--- src/rtl/mips_pkg.sv ---
// Shared definitions for the pipelined MIPS core: widths, ALU operation codes
// and the operand-forwarding select encoding.
package mips_pkg;

  localparam int DATA_W     = 32;
  localparam int REG_ADDR_W = 5;
  localparam int OP_W       = 4;

  typedef enum logic [OP_W-1:0] {
    ALU_AND = 4'b0000,
    ALU_OR  = 4'b0001,
    ALU_NOR = 4'b0010,
    ALU_ADD = 4'b0011,
    ALU_SUB = 4'b0100,
    ALU_INC = 4'b1001
  } alu_op_e;

  typedef enum logic [1:0] {
    FWD_REG   = 2'd0,
    FWD_EXMEM = 2'd1,
    FWD_MEMWB = 2'd2
  } fwd_sel_e;

endpackage

--- src/rtl/forwarding_unit.sv ---
// Read-after-write hazard resolver: chooses where each EX source operand comes
// from. EX/MEM is younger than MEM/WB so it wins; register 0 never forwards.
module forwarding_unit
  import mips_pkg::*;
#(
  parameter int REG_ADDR_WIDTH = REG_ADDR_W
) (
  input  logic [REG_ADDR_WIDTH-1:0] rs_addr_i,
  input  logic [REG_ADDR_WIDTH-1:0] rt_addr_i,
  input  logic                      exmem_reg_write_i,
  input  logic [REG_ADDR_WIDTH-1:0] exmem_rd_i,
  input  logic                      memwb_reg_write_i,
  input  logic [REG_ADDR_WIDTH-1:0] memwb_rd_i,
  output fwd_sel_e                  fwd_a_sel_o,
  output fwd_sel_e                  fwd_b_sel_o
);

  function automatic fwd_sel_e pick_src(input logic [REG_ADDR_WIDTH-1:0] src);
    if (exmem_reg_write_i && (exmem_rd_i != '0) && (exmem_rd_i == src))
      return FWD_EXMEM;
    else if (memwb_reg_write_i && (memwb_rd_i != '0) && (memwb_rd_i == src))
      return FWD_MEMWB;
    else
      return FWD_REG;
  endfunction

  always_comb begin
    fwd_a_sel_o = pick_src(rs_addr_i);
    fwd_b_sel_o = pick_src(rt_addr_i);
  end

endmodule

--- src/rtl/id_ex_operand_stage.sv ---
// ID/EX pipeline register with ALU operand selection. Define FORWARDING_EN to
// build in EX/MEM and MEM/WB operand forwarding; otherwise registered data is used.
module id_ex_operand_stage
  import mips_pkg::*;
#(
  parameter int DATA_WIDTH     = DATA_W,
  parameter int REG_ADDR_WIDTH = REG_ADDR_W,
  parameter int OP_WIDTH       = OP_W
) (
  input  logic                      clk,
  input  logic                      reset,
  input  logic                      stall,
  input  logic                      flush,
  input  logic                      id_valid,
  input  logic [OP_WIDTH-1:0]       id_alu_op,
  input  logic                      id_alu_src,
  input  logic                      id_reg_write,
  input  logic [REG_ADDR_WIDTH-1:0] id_rs_addr,
  input  logic [REG_ADDR_WIDTH-1:0] id_rt_addr,
  input  logic [REG_ADDR_WIDTH-1:0] id_rd_addr,
  input  logic [DATA_WIDTH-1:0]     id_rs_data,
  input  logic [DATA_WIDTH-1:0]     id_rt_data,
  input  logic [DATA_WIDTH-1:0]     id_imm,
  input  logic                      exmem_reg_write,
  input  logic [REG_ADDR_WIDTH-1:0] exmem_rd,
  input  logic [DATA_WIDTH-1:0]     exmem_result,
  input  logic                      memwb_reg_write,
  input  logic [REG_ADDR_WIDTH-1:0] memwb_rd,
  input  logic [DATA_WIDTH-1:0]     memwb_result,
  output logic                      ex_valid,
  output logic [OP_WIDTH-1:0]       ex_alu_operation,
  output logic [DATA_WIDTH-1:0]     ex_a,
  output logic [DATA_WIDTH-1:0]     ex_b,
  output logic [DATA_WIDTH-1:0]     ex_store_data,
  output logic                      ex_reg_write,
  output logic [REG_ADDR_WIDTH-1:0] ex_rd
);

  logic                      valid_q,   valid_d;
  logic [OP_WIDTH-1:0]       alu_op_q,  alu_op_d;
  logic                      alu_src_q, alu_src_d;
  logic                      reg_wr_q,  reg_wr_d;
  logic [REG_ADDR_WIDTH-1:0] rs_addr_q, rs_addr_d;
  logic [REG_ADDR_WIDTH-1:0] rt_addr_q, rt_addr_d;
  logic [REG_ADDR_WIDTH-1:0] rd_addr_q, rd_addr_d;
  logic [DATA_WIDTH-1:0]     rs_data_q, rs_data_d;
  logic [DATA_WIDTH-1:0]     rt_data_q, rt_data_d;
  logic [DATA_WIDTH-1:0]     imm_q,     imm_d;

  logic [DATA_WIDTH-1:0]     rs_fwd;
  logic [DATA_WIDTH-1:0]     rt_fwd;

  // Next state: flush beats stall beats load; reset is applied in the register.
  always_comb begin
    valid_d   = valid_q;
    alu_op_d  = alu_op_q;
    alu_src_d = alu_src_q;
    reg_wr_d  = reg_wr_q;
    rs_addr_d = rs_addr_q;
    rt_addr_d = rt_addr_q;
    rd_addr_d = rd_addr_q;
    rs_data_d = rs_data_q;
    rt_data_d = rt_data_q;
    imm_d     = imm_q;
    if (flush) begin
      valid_d   = 1'b0;
      alu_op_d  = '0;
      alu_src_d = 1'b0;
      reg_wr_d  = 1'b0;
      rs_addr_d = '0;
      rt_addr_d = '0;
      rd_addr_d = '0;
      rs_data_d = '0;
      rt_data_d = '0;
      imm_d     = '0;
    end else if (!stall) begin
      valid_d   = id_valid;
      alu_op_d  = id_alu_op;
      alu_src_d = id_alu_src;
      reg_wr_d  = id_reg_write;
      rs_addr_d = id_rs_addr;
      rt_addr_d = id_rt_addr;
      rd_addr_d = id_rd_addr;
      rs_data_d = id_rs_data;
      rt_data_d = id_rt_data;
      imm_d     = id_imm;
    end
  end

  always_ff @(posedge clk) begin
    if (reset) begin
      valid_q   <= 1'b0;
      alu_op_q  <= '0;
      alu_src_q <= 1'b0;
      reg_wr_q  <= 1'b0;
      rs_addr_q <= '0;
      rt_addr_q <= '0;
      rd_addr_q <= '0;
      rs_data_q <= '0;
      rt_data_q <= '0;
      imm_q     <= '0;
    end else begin
      valid_q   <= valid_d;
      alu_op_q  <= alu_op_d;
      alu_src_q <= alu_src_d;
      reg_wr_q  <= reg_wr_d;
      rs_addr_q <= rs_addr_d;
      rt_addr_q <= rt_addr_d;
      rd_addr_q <= rd_addr_d;
      rs_data_q <= rs_data_d;
      rt_data_q <= rt_data_d;
      imm_q     <= imm_d;
    end
  end

`ifdef FORWARDING_EN
  fwd_sel_e fwd_a_sel;
  fwd_sel_e fwd_b_sel;

  forwarding_unit #(
    .REG_ADDR_WIDTH(REG_ADDR_WIDTH)
  ) u_forwarding_unit (
    .rs_addr_i         (rs_addr_q),
    .rt_addr_i         (rt_addr_q),
    .exmem_reg_write_i (exmem_reg_write),
    .exmem_rd_i        (exmem_rd),
    .memwb_reg_write_i (memwb_reg_write),
    .memwb_rd_i        (memwb_rd),
    .fwd_a_sel_o       (fwd_a_sel),
    .fwd_b_sel_o       (fwd_b_sel)
  );

  function automatic logic [DATA_WIDTH-1:0] fwd_pick(input fwd_sel_e sel,
                                                     input logic [DATA_WIDTH-1:0] reg_val);
    case (sel)
      FWD_EXMEM: return exmem_result;
      FWD_MEMWB: return memwb_result;
      default:   return reg_val;
    endcase
  endfunction

  // Forward buses reach the ALU combinationally, even while the stage is stalled.
  always_comb begin
    rs_fwd = fwd_pick(fwd_a_sel, rs_data_q);
    rt_fwd = fwd_pick(fwd_b_sel, rt_data_q);
  end
`else
  logic unused_fwd_inputs;

  assign rs_fwd = rs_data_q;
  assign rt_fwd = rt_data_q;
  assign unused_fwd_inputs = ^{exmem_reg_write, exmem_rd, exmem_result,
                               memwb_reg_write, memwb_rd, memwb_result,
                               rs_addr_q, rt_addr_q};
`endif

  assign ex_valid         = valid_q;
  assign ex_alu_operation = alu_op_q;
  assign ex_a             = rs_fwd;
  assign ex_b             = alu_src_q ? imm_q : rt_fwd;
  assign ex_store_data    = rt_fwd;
  assign ex_reg_write     = reg_wr_q & valid_q;
  assign ex_rd            = rd_addr_q;

endmodule
--- config.mk ---
export PLATFORM = sky130hd
export DESIGN_NAME = id_ex_operand_stage
export DESIGN_NICKNAME = d
export VERILOG_FILES = /design/src/rtl/mips_pkg.sv /design/src/rtl/forwarding_unit.sv /design/src/rtl/id_ex_operand_stage.sv
export SDC_FILE = /design/constraint.sdc
export NUM_CORES = 1
export LEC_CHECK = 0
export CAP_MARGIN = 20
export CORE_AREA = 2 2 120 122
export CTS_CLUSTER_DIAMETER = 80
export CTS_CLUSTER_SIZE = 30
export DETAILED_ROUTE_END_ITERATION = 10
export DIE_AREA = 0 0 122 124
export PLACE_DENSITY = 0.76
export SKIP_LAST_GASP = 1
export SYNTH_ARGS = -nofsm -noshare
export SYNTH_HDL_FRONTEND = slang
export SYNTH_SLANG_ARGS = --single-unit
--- constraint.sdc ---
create_clock -name clk -period 1.82 [get_ports clk]
set_clock_uncertainty 0.05 [all_clocks]
set_input_delay 0.546 -clock clk [delete_from_list [all_inputs] [get_ports clk]]
set_output_delay 0.546 -clock clk [all_outputs]
set_load 0.01 [all_outputs]
==> results of run 1 <==
[layout make-up]
class / count / area (um^2) / share of cell area (%)
timing repair buffer: 249 / 2560 / 35.5
multi-input combinational: 250 / 1970 / 27.4
clock buffer: 11 / 243 / 3.37
clock inverter: 5 / 37.5 / 0.521
sequential: 108 / 2170 / 30.1
tap: 180 / 225 / 3.13
[sequential cells by signal, indices dropped and copies added (netlist names)]
register,count
ex_store_data,32
alu_src_q,1
imm_q,32
ex_alu_operation,4
ex_a,32
ex_valid,1
reg_wr_q,1
ex_rd,5
[cells in the final DEF, fill, tap and decap left out, types with 3 or more instances in the layout]
| cell type | instances |
|---|---|
| buf_12 | 6 |
| mux2i_1 | 108 |
| mux2_4 | 30 |
| clkdlybuf4s50_1 | 110 |
| buf_6 | 42 |
| buf_8 | 3 |
| clkbuf_16 | 11 |
| nor2_1 | 108 |
| dlygate4sd2_1 | 67 |
| dfxtp_1 | 107 |
| buf_4 | 11 |
| dlymetal6s2s_1 | 8 |
[metal layers]
layer,track usage (%),up-vias,share of wire [%]
li1,-,1748,-
met1,16.5,1683,40
met2,27.7,143,51
met3,6.41,11,8.4
met4,3.66,0,1.1
met5,0,-,0
[per-stage QoR]
step | std cells | TNS, ns | hold WS (ns)
final | 803 | -6.63 | 0.439
after global placement | 770 | -4.39 | 0.418
after detailed placement | 770 | -4.58 | 0.431
after CTS | 799 | -8.24 | 0.446
after floorplan | 386 | 0 | 0.405
after global routing | 803 | -8.29 | 0.469
[where the power goes]
group	switching, mW	internal [mW]	leakage [nW]
clock network	0.851	0.968	0.132
logic	0.306	0.518	2.52
registers	0.0476	2.44	0.881
[cells by family after synthesis]
family / Yosys count / synth area share (%)
mux: 140 / 34.3
simple gates: 110 / 9.96
flops: 108 / 51.5
buf+inv: 28 / 4.20
[worst max-delay path, stage by stage, from the launching register on]
cell,delay (ns)
dfxtp_4,0.42
buf_12,0.14
buf_4,0.11
mux2_2,0.33
buf_6,0.12
[path summary, 6_finish.rpt]
check | startpoint | to | depth (start not counted)
worst min register to register | ex_a[17] | ex_a[17] | 2
worst max-delay path | alu_src_q | ex_b[25] | 4
worst max register to register | alu_src_q | alu_src_q | 4
worst min-delay path | ex_a[17] | ex_a[17] | 2
[timing repair]
action,in CTS,in global routing
setup endpoints to repair,99,40
gates cloned,0,2
gates resized for setup,177,110
hold buffers,0,0
buffers inserted,13,3
==> impl_metrics.env, run 1 <==
export IMPL_synthTopCellsByCount="dfxtp_1, mux2i_1, nor2_1, mux2_2, buf_2"
export IMPL_yosys_warnings=0
export IMPL_end_kind="output pin"
export IMPL_root_buffer="clkbuf_16"
export IMPL_grt_pass1_wl_um=18100
export IMPL_status="finished with violations"
export IMPL_numCtsBuffers=9
export IMPL_finalSetupViolations=32
export IMPL_num_rows=43
export IMPL_synthesis_nets=584
export IMPL_via_count=3585
export IMPL_area_growth_pct=71.6
export IMPL_path_class="reg -> out"
export IMPL_cts_sinks=108
export IMPL_yosys_area_top_type="dfxtp_1"
export IMPL_ir_drop_mv=0.758
export IMPL_final_area_mm2=0.00720
export IMPL_postRouteAntennaNets=0
export IMPL_synth_top_area_share_pct=51.5
export IMPL_drive_gt1_share_pct=18.1
export IMPL_clk_insertion_delay_late_ns=0.34
export IMPL_yosysUniqueCellTypes=10
export IMPL_port_buffers=218
export IMPL_grt_max_degree=54
export IMPL_die_h_um=124
export IMPL_diodes=0
export IMPL_gp_congestion=0.722
export IMPL_p_leak_nw=3.53
export IMPL_drv_cap=0
export IMPL_slew_headroom_pct=78.7
export IMPL_synth_seq_area_share_pct=51.5
export IMPL_placed_cell_area_mm2=0.00661
export IMPL_finalHoldViolCount=0
export IMPL_path_clk_slew_ns=0.06
export IMPL_rrSetupSlack_ns=0.81
export IMPL_netlist_instances=386
export IMPL_synth_edf_count=0
export IMPL_worstPathMaxFanout=5
export IMPL_violations="setup timing"
export IMPL_ios=305
export IMPL_synth_area_leaders="dfxtp_1, mux2i_1, nor2_1"
export IMPL_dieArea_mm2=0.0151
export IMPL_floorplan_initialDensity_pct=30.6
export IMPL_grt_overflow=0
export IMPL_ys_ff_latch=108
export IMPL_min_period_ns=2.06
export IMPL_grt_pass1_vias=3668
export IMPL_dp_worst_setup_slack_ns=-0.161
export IMPL_final_max_slew_viol_count=0
export IMPL_hold_class="reg -> reg"
export IMPL_drt_pass1_iterations=4
export IMPL_layout_setup_ws_ns=-0.244
export IMPL_post_route_util_pct=52.5
export IMPL_syn_area_mm2=0.00420
export IMPL_antenna_found_initial=0
export IMPL_nFillCells=1238
export IMPL_cts_tree="built"
export IMPL_totalWireLength_um=12200
export IMPL_die_x_um=122
export IMPL_critPathRequiredTime_ns=1.22
export IMPL_dominantRegCellSynth="dfxtp_1"
export IMPL_p_total_mw=5.13
export IMPL_drt_initial_drc_count=114
export IMPL_fin_crit_sh_pct=113
export IMPL_final_nets=816
export IMPL_dp_hpwl_um=8510
export IMPL_max_clock_path_buffers=2
export IMPL_post_drt_wl_per_cell_um=15.2
export IMPL_async_flop_share_pct=0
export IMPL_crit_arrival_ns=1.47
export IMPL_power_density_mw_per_mm2=712
export IMPL_htree_levels=3
export IMPL_drc=0
export IMPL_track_usage_pct=15.3
export IMPL_design_core_area_mm2=0.0137
export IMPL_fmax_mhz=484
export IMPL_tightest_slew_ns=0.320
export IMPL_avgSynthCellArea_um2=10.9
export IMPL_avgViaCountPerCell=4.46
export IMPL_rsz0062_at_grt="true"
export IMPL_crit_path_start_kind="flip-flop"
No activity file was read; power rests on OpenSTA's default activity.
==> inputs of run 2 (changes only) <==
--- a/config.mk
+++ b/config.mk
@@ -6,12 +6,12 @@
 export NUM_CORES = 1
 export LEC_CHECK = 0
 export CAP_MARGIN = 20
-export CORE_AREA = 2 2 120 122
+export CORE_ASPECT_RATIO = 0.6
+export CORE_UTILIZATION = 35
 export CTS_CLUSTER_DIAMETER = 80
 export CTS_CLUSTER_SIZE = 30
 export DETAILED_ROUTE_END_ITERATION = 10
-export DIE_AREA = 0 0 122 124
-export PLACE_DENSITY = 0.76
+export PLACE_DENSITY = 0.86
 export SKIP_LAST_GASP = 1
 export SYNTH_ARGS = -nofsm -noshare
 export SYNTH_HDL_FRONTEND = slang
==> constraint.sdc (replaced) <==
create_clock -name clk -period 2.17 [get_ports clk]
set_clock_uncertainty 0.05 [all_clocks]
set_input_delay 0.651 -clock clk [delete_from_list [all_inputs] [get_ports clk]]
set_output_delay 0.651 -clock clk [all_outputs]
set_load 0.01 [all_outputs]
==> impl_metrics.env, run 2 (synthesis results as in run 1) <==
export IMPL_tightest_slew_ns=0.286
export IMPL_finalSetupViolations=32
export IMPL_p_total_mw=4.29
export IMPL_cts_tree="built"
export IMPL_slew_headroom_pct=80.9
export IMPL_avgViaCountPerCell=4.59
export IMPL_numCtsBuffers=9
export IMPL_port_buffers=218
export IMPL_postRouteAntennaNets=0
export IMPL_design_core_area_mm2=0.0115
export IMPL_status="finished with violations"
export IMPL_grt_pass1_wl_um=17800
export IMPL_fin_crit_sh_pct=104
export IMPL_ir_drop_mv=0.491
export IMPL_critPathRequiredTime_ns=1.47
export IMPL_totalWireLength_um=11700
export IMPL_finalHoldViolCount=0
export IMPL_antenna_found_initial=0
export IMPL_nFillCells=967
export IMPL_floorplan_initialDensity_pct=36.5
export IMPL_busiest_layer="met2"
export IMPL_hold_buffers=0
export IMPL_area_growth_pct=63.0
export IMPL_worstPathMaxFanout=12
export IMPL_drc=0
export IMPL_die_h_um=86.8
export IMPL_dieArea_mm2=0.0125
export IMPL_placed_cell_area_mm2=0.00656
export IMPL_final_max_slew_viol_count=0
export IMPL_dp_hpwl_um=8730
export IMPL_num_rows=30
export IMPL_met1_usage_pct=22.5
export IMPL_cts_setup_buffers=0
export IMPL_drt_initial_drc_count=75
export IMPL_die_x_um=143
export IMPL_cts_sinks=108
export IMPL_track_usage_pct=18.6
export IMPL_htree_levels=3
export IMPL_grt_max_degree=42
export IMPL_gp_congestion=0.722
export IMPL_layout_setup_ws_ns=-0.0824
export IMPL_ios=305
export IMPL_grt_pass1_vias=3403
export IMPL_use_met3_pct=7.29
export IMPL_diodes=0
export IMPL_path_clk_slew_ns=0.07
export IMPL_path_cells="buf_12 > mux2_2 > dlygate4sd2_1"
export IMPL_placed_cells=746
export IMPL_violations="setup timing"
export IMPL_cpPeakStageDelay_ns=0.41
export IMPL_power_density_mw_per_mm2=627
export IMPL_final_nets=796
export IMPL_clk_insertion_delay_late_ns=0.33
export IMPL_final_common_cell="clkdlybuf4s50_1"
export IMPL_drive_gt1_share_pct=10.3
export IMPL_use_met2_pct=31.7
export IMPL_max_clock_path_buffers=2
export IMPL_root_buffer="clkbuf_16"
export IMPL_end_kind="output pin"
export IMPL_crit_path_start_kind="flip-flop"
export IMPL_drv_cap=0
export IMPL_rsz0062_at_grt="true"
export IMPL_p_leak_nw=3.00
export IMPL_hold_class="reg -> reg"
export IMPL_stdcell_count=763
export IMPL_min_period_ns=2.25
export IMPL_via_count=3504
export IMPL_layout_common_cells="clkdlybuf4s50_1, mux2i_1, nor2_1"
export IMPL_grt_overflow=0
export IMPL_post_drt_wl_per_cell_um=15.4
export IMPL_dp_worst_setup_slack_ns=0.0550
export IMPL_slowest_stage="dfxtp_4"
export IMPL_final_area_mm2=0.00684
export IMPL_crit_arrival_ns=1.55
export IMPL_drt_pass1_iterations=5
export IMPL_path_class="reg -> out"
export IMPL_fmax_mhz=444
export IMPL_tns_ns=-1.97
## run 2: final timing paths
path	startpoint	to	slack (ns)	depth (start not counted)
setup / recovery	alu_src_q	ex_b[13]	-0.08	3
hold / removal	reg_wr_q	reg_wr_q	0.45	2
setup reg to reg	alu_src_q	alu_src_q	1.29	3
hold reg to reg	reg_wr_q	reg_wr_q	0.45	2
## run 2: power breakdown
group	total [mW]	internal (mW)	switching [mW]
Combinational	0.654	0.412	0.242
Clock	1.55	0.821	0.728
Sequential	2.09	2.05	0.0409
## run 2: layout make-up
class	count	area, um^2	share of cell area (%)
flip-flops and latches	108	2170	31.7
multi-input cells	250	1860	27.2
well taps	160	200	2.93
clock inverters	6	46.3	0.677
repair buffers	229	2330	34.0
clock buffers	10	239	3.49
## run 2: timing repair
item / 4_1_cts / 5_1_grt
setup endpoints to repair: 32 / 32
resized for setup: 36 / 0
gates cloned: 1 / 0
## run 2: critical path, delay by kind of cell (launching register included)
| kind | cells | cell delay (ns) |
|---|---|---|
| buffers and inverters | 2 | 0.45 |
| flip-flops | 1 | 0.41 |
| multiplexers | 1 | 0.35 |
## run 2: metal layers
layer	up-vias	part of all wire [%]
li1	1725	-
met5	-	0
met4	0	0.49
met2	130	46
met1	1642	45
met3	7	9.1
## run 2: per-stage QoR
step | util [%] | hold slack (ns)
2_1_floorplan | - | 0.405
3_3_place_gp | 57.1 | 0.420
3_5_place_dp | 57.1 | 0.431
4_1_cts | 59.6 | 0.449
5_1_grt | 59.6 | 0.475
6_report | 59.6 | 0.446
